## src/rtl/adder4b_accum_if.sv

```systemverilog
// rtl/adder4b_accum_if.sv - operand/result stream and control bundle for adder4b_accum
interface adder4b_accum_if;
  localparam int N_MAX = 15;

  logic                           start;
  logic [$clog2(N_MAX+1)-1:0]     count;
  logic                           in_valid;
  logic                           in_ready;
  logic [3:0]                     in_data;
  logic                           out_valid;
  logic                           out_ready;
  logic [3:0]                     sum;
  logic                           ovf;
  logic                           busy;

  modport master (
    output start, count, in_valid, in_data, out_ready,
    input  in_ready, out_valid, sum, ovf, busy
  );

  modport slave (
    input  start, count, in_valid, in_data, out_ready,
    output in_ready, out_valid, sum, ovf, busy
  );
endinterface

```

## src/rtl/adder4b_accum.sv

```systemverilog
// rtl/adder4b_accum.sv - counted mod-16 accumulator over a 4-bit adder with sticky carry
module adder4bit (
  input  logic [3:0] a_i,
  input  logic [3:0] b_i,
  output logic [3:0] c_o
);
  assign c_o = a_i + b_i;
endmodule

module adder4b_accum (
  input  logic            clk_i,
  input  logic            rst_i,
  adder4b_accum_if.slave  bus
);
  typedef enum logic [1:0] {IDLE, ACCUM, DONE} state_e;

  state_e     state_q, state_d;
  logic [3:0] acc_q, acc_d;
  logic [3:0] rem_q, rem_d;
  logic       ovf_q, ovf_d;
  logic [3:0] add_c;
  logic       carry;
  logic       xfer;

  adder4bit u_add (
    .a_i (bus.in_data),
    .b_i (acc_q),
    .c_o (add_c)
  );

  // carry-out is taken from a widened compare rather than the 4-bit adder
  assign carry = ({1'b0, bus.in_data} + {1'b0, acc_q}) > 5'd15;
  assign xfer  = (state_q == ACCUM) && bus.in_valid;

  always_ff @(posedge clk_i) begin
    if (rst_i) begin
      state_q <= IDLE;
      acc_q   <= 4'd0;
      rem_q   <= 4'd0;
      ovf_q   <= 1'b0;
    end else begin
      state_q <= state_d;
      acc_q   <= acc_d;
      rem_q   <= rem_d;
      ovf_q   <= ovf_d;
    end
  end

  always_comb begin
    state_d = state_q;
    acc_d   = acc_q;
    rem_d   = rem_q;
    ovf_d   = ovf_q;
    case (state_q)
      IDLE: begin
        if (bus.start) begin
          acc_d = 4'd0;
          ovf_d = 1'b0;
          if (bus.count == 4'd0) begin
            state_d = DONE;
          end else begin
            rem_d   = bus.count;
            state_d = ACCUM;
          end
        end
      end
      ACCUM: begin
        if (xfer) begin
          acc_d = add_c;
          ovf_d = ovf_q | carry;
          rem_d = rem_q - 4'd1;
          if (rem_q == 4'd1) state_d = DONE;
        end
      end
      DONE: begin
        if (bus.out_ready) state_d = IDLE;
      end
      default: state_d = IDLE;
    endcase
  end

  assign bus.in_ready  = (state_q == ACCUM);
  assign bus.out_valid = (state_q == DONE);
  assign bus.busy      = (state_q != IDLE);
  assign bus.sum       = acc_q;
  assign bus.ovf       = ovf_q;
endmodule

```

## src/flat_wrapper.sv

```systemverilog
// flat-port wrapper written by rule: the top's interface ports become plain ports
module adder4b_accum_flat 
  (clk_i, rst_i, bus_start, bus_count, bus_in_valid, bus_in_data, bus_out_ready, bus_in_ready, bus_out_valid, bus_sum, bus_ovf, bus_busy);
  adder4b_accum_if bus_i ();
  input  logic clk_i;
  input  logic rst_i;
  input wire logic [$bits(bus_i.start)-1:0] bus_start;
  input wire logic [$bits(bus_i.count)-1:0] bus_count;
  input wire logic [$bits(bus_i.in_valid)-1:0] bus_in_valid;
  input wire logic [$bits(bus_i.in_data)-1:0] bus_in_data;
  input wire logic [$bits(bus_i.out_ready)-1:0] bus_out_ready;
  output wire logic [$bits(bus_i.in_ready)-1:0] bus_in_ready;
  output wire logic [$bits(bus_i.out_valid)-1:0] bus_out_valid;
  output wire logic [$bits(bus_i.sum)-1:0] bus_sum;
  output wire logic [$bits(bus_i.ovf)-1:0] bus_ovf;
  output wire logic [$bits(bus_i.busy)-1:0] bus_busy;
  assign bus_i.start = bus_start;
  assign bus_i.count = bus_count;
  assign bus_i.in_valid = bus_in_valid;
  assign bus_i.in_data = bus_in_data;
  assign bus_i.out_ready = bus_out_ready;
  assign bus_in_ready = bus_i.in_ready;
  assign bus_out_valid = bus_i.out_valid;
  assign bus_sum = bus_i.sum;
  assign bus_ovf = bus_i.ovf;
  assign bus_busy = bus_i.busy;
  adder4b_accum u_core (.clk_i(clk_i), .rst_i(rst_i), .bus(bus_i));
endmodule
```

## config.mk

```make
export PLATFORM = sky130hd
export DESIGN_NAME = adder4b_accum_flat
export DESIGN_NICKNAME = d
export VERILOG_FILES = /design/src/rtl/adder4b_accum_if.sv /design/src/rtl/adder4b_accum.sv /design/src/flat_wrapper.sv
export SDC_FILE = /design/constraint.sdc
export NUM_CORES = 1
export LEC_CHECK = 0
export ABC_CLOCK_PERIOD_IN_PS = 2850
export CAP_MARGIN = 20
export CORE_MARGIN = 2
export CORE_UTILIZATION = 35
export CTS_CLUSTER_SIZE = 14
export DETAILED_ROUTE_END_ITERATION = 10
export GPL_ROUTABILITY_DRIVEN = 0
export PLACE_DENSITY = 0.62
export SYNTH_ARGS = -nofsm -noshare
export SYNTH_HDL_FRONTEND = slang
export SYNTH_SLANG_ARGS = --single-unit
```

## constraint.sdc

```tcl
create_clock -name clk_i -period 2.85 [get_ports clk_i]
set_clock_uncertainty 0.1 [all_clocks]
set_input_delay 0.285 -clock clk_i [delete_from_list [all_inputs] [get_ports clk_i]]
set_output_delay 0.285 -clock clk_i [all_outputs]
set_load 0.01 [all_outputs]
```

==> flow_metrics.py <==
metrics = {
    "cells_and_area": {
        "nNetsFinal": 129,
        "final_common_cell": "clkdlybuf4s50_1",
        "antenna_cells": 0,
        "area_delta_synth_final_pct": 32.9,
        "final_util": 0.499,
        "fillers": 199,
        "drive_gt1_frac": 0.0926,
        "layout_common_cells": "clkdlybuf4s50_1, dfxtp_1, inv_1, nor2_1",
    },
    "yosys": {
        "yosys_warnings": 0,
        "synth-seq-cells": 11,
        "synthMuxAreaShare": 0.0353,
        "netlist_instances": 86,
        "synth_cell_type_count": 36,
        "synth_nets": 106,
        "synth_compound_area_frac": 0.237,
        "synth_top_family_by_area": "compound AO/OA/AOI/OAI gates",
        "synth_area_per_cell_um2": 8.66,
        "synth_ff_type": "dfxtp_1",
        "synth_xor_area_frac": 0.0118,
        "async_flop_share": 0,
        "ys_seq_area_frac": 0.296,
        "synthesis.area_um2": 744,
        "synth_area_leaders": "dfxtp_1, ha_1, inv_1, a21oi_1, nor2_1",
        "synth_top_cell_by_area": "dfxtp_1",
        "synth_edf_count": 0,
        "synthSimpleGateAreaFrac": 0.222,
        "synth.top_cell.area_share": 0.296,
        "yosys.area_share.adder": 0.128,
    },
    "global_routing": {
        "grt_pass1_vias": 612,
        "overflow": 0,
        "grt_start_max_net_pins": 14,
        "grt_usage": 0.149,
        "grt_pass1_wl_mm": 2.81,
        "antenna_found_initial": 0,
    },
    "detailed_routing": {
        "routed_wl_mm": 1.64,
        "drc": 0,
        "drt_iter0_drc": 3,
        "final_antenna_net_count": 0,
        "vias_per_cell": 5.07,
        "wire_per_inst_um": 12.2,
        "vias": 684,
        "drtPass1Iterations": 4,
    },
    "clocking": {
        "numCtsBuffers": 3,
        "cts_max_level": 1,
        "cts_buffer_depth": 2,
        "post_cts_buffers": 0,
        "insertion_delay_ns": 0.27,
        "cts_root_buf": "clkbuf_4",
        "cts_tree": "built",
        "cts_resized": 0,
        "cts.clk_slew.worst_paths_ns": 0.08,
        "holdBufCountCts": 0,
        "clkSinkCount": 11,
    },
    "min_path": {
        "min_path_type": "reg -> reg",
        "worstHoldStart": "u_core.bus.ovf",
    },
    "timing": {
        "slew_headroom": 0.657,
        "rsz0062_at_grt": "false",
        "finalWorstSetupSlack_ns": 0.730,
        "period_needed_ns": 2.12,
        "final_max_slew_viol_count": 0,
        "fin_tns_setup_ns": 0,
        "max_freq_ghz": 0.472,
        "holdWs_ns": 0.368,
        "tightest_slew_ns": 0.513,
        "hold_violations": 0,
        "fin_crit_sh": 0.744,
        "setup_violations": 0,
    },
    "status": {
        "status": "completed",
    },
    "placed_design": {
        "port_buffers": 20,
        "place_ws_ns": 0.766,
        "place_hpwl_mm": 1.27,
    },
    "critical_path": {
        "cp_max_fo": 11,
        "crit_required_ns": 2.47,
        "crit_type": "reg -> out",
        "critPathLaunchType": "flop",
        "critical_path_arrival_ns": 1.73,
        "r2r-start": "u_core.bus.sum[0]",
        "end_kind": "primary output",
        "crit_path_start": "u_core.state_q[0]",
    },
    "floorplan": {
        "coreArea_mm2": 0.00198,
        "initial_utilization": 0.376,
        "row_count": 16,
        "die_area_mm2": 0.00251,
        "die_h_um": 50.1,
        "ios": 21,
        "dieWidth_um": 50.1,
    },
    "power": {
        "ir_worst_vdd_v": 0.000243,
        "p_leak_nw": 0.385,
        "power.total_w": 0.000407,
        "cellPowerDensity_mw_per_mm2": 411,
    },
    "flow_run": {
        "maxCapViolations": 0,
    },
}
[synthesized netlist by cell type (2+ instances only)]
master,n
dfxtp_1,11
inv_1,10
nor2_1,8
a21oi_1,6
ha_1,6
nand2_1,6
o21ai_0,5
a22oi_1,2
a31oi_1,2
nor2b_1,2
nor3_1,2
nor3b_1,2
[power breakdown]
part | switching, W | leakage, nW | internal (W)
clock network | 0.0000595 | 0.0150 | 0.0000542
logic | 0.0000541 | 0.280 | 0.0000625
registers | 0.0000126 | 0.0899 | 0.000164
total | 0.000126 | 0.385 | 0.000281
[registers in the layout, summed over array words and instances, names as in the netlist]
signal,cells
u_core.bus.sum,4
u_core.rem_q,4
u_core.state_q,2
u_core.bus.ovf,1
[cells by family after synthesis]
family          count (synthesis)
flops                          11
mux                             2
simple gates                   29
fa+ha+maj                       7
xor+xnor                        1
buf+inv                        12
compound gates                 24
[per-stage QoR]
step           instances  cell area (um2)
5_1_grt              135              990
2_1_floorplan         86              744
6_report             135              990
4_1_cts              135              990
3_5_place_dp         131              963
3_3_place_gp         131              963
[critical path, cell delays in order (launching register included)]
cell and delay, ns:
dfxtp_1 0.60, nand2b_4 0.11, inv_1 0.18, clkdlybuf4s50_1 0.57
[final timing paths]
check / cells after the start / endpoint / slack [ns]
worst min register to register: 2 / u_core.bus.ovf / 0.37
worst min-delay path: 2 / u_core.bus.ovf / 0.37
worst max-delay path: 3 / bus_in_ready / 0.73
worst max register to register: 7 / u_core.bus.ovf / 1.12
[routing by layer]
metal	vias up	routed length, um	global-route usage
met2	12	717	0.215
met5	-	0	0
met4	0	46	0.0972
li1	353	-	-
met3	4	53	0.0303
met1	315	824	0.199
[final cells by class]
class	count	area (um2)	share of cell area
clock buffer	4	26.3	0.0265
multi-input combinational	63	472	0.477
tap	27	33.8	0.0341
inverter	10	37.5	0.0379
sequential	11	220	0.223
timing repair buffer	20	200	0.202
Note: power is estimated with default switching activity, not from simulation.
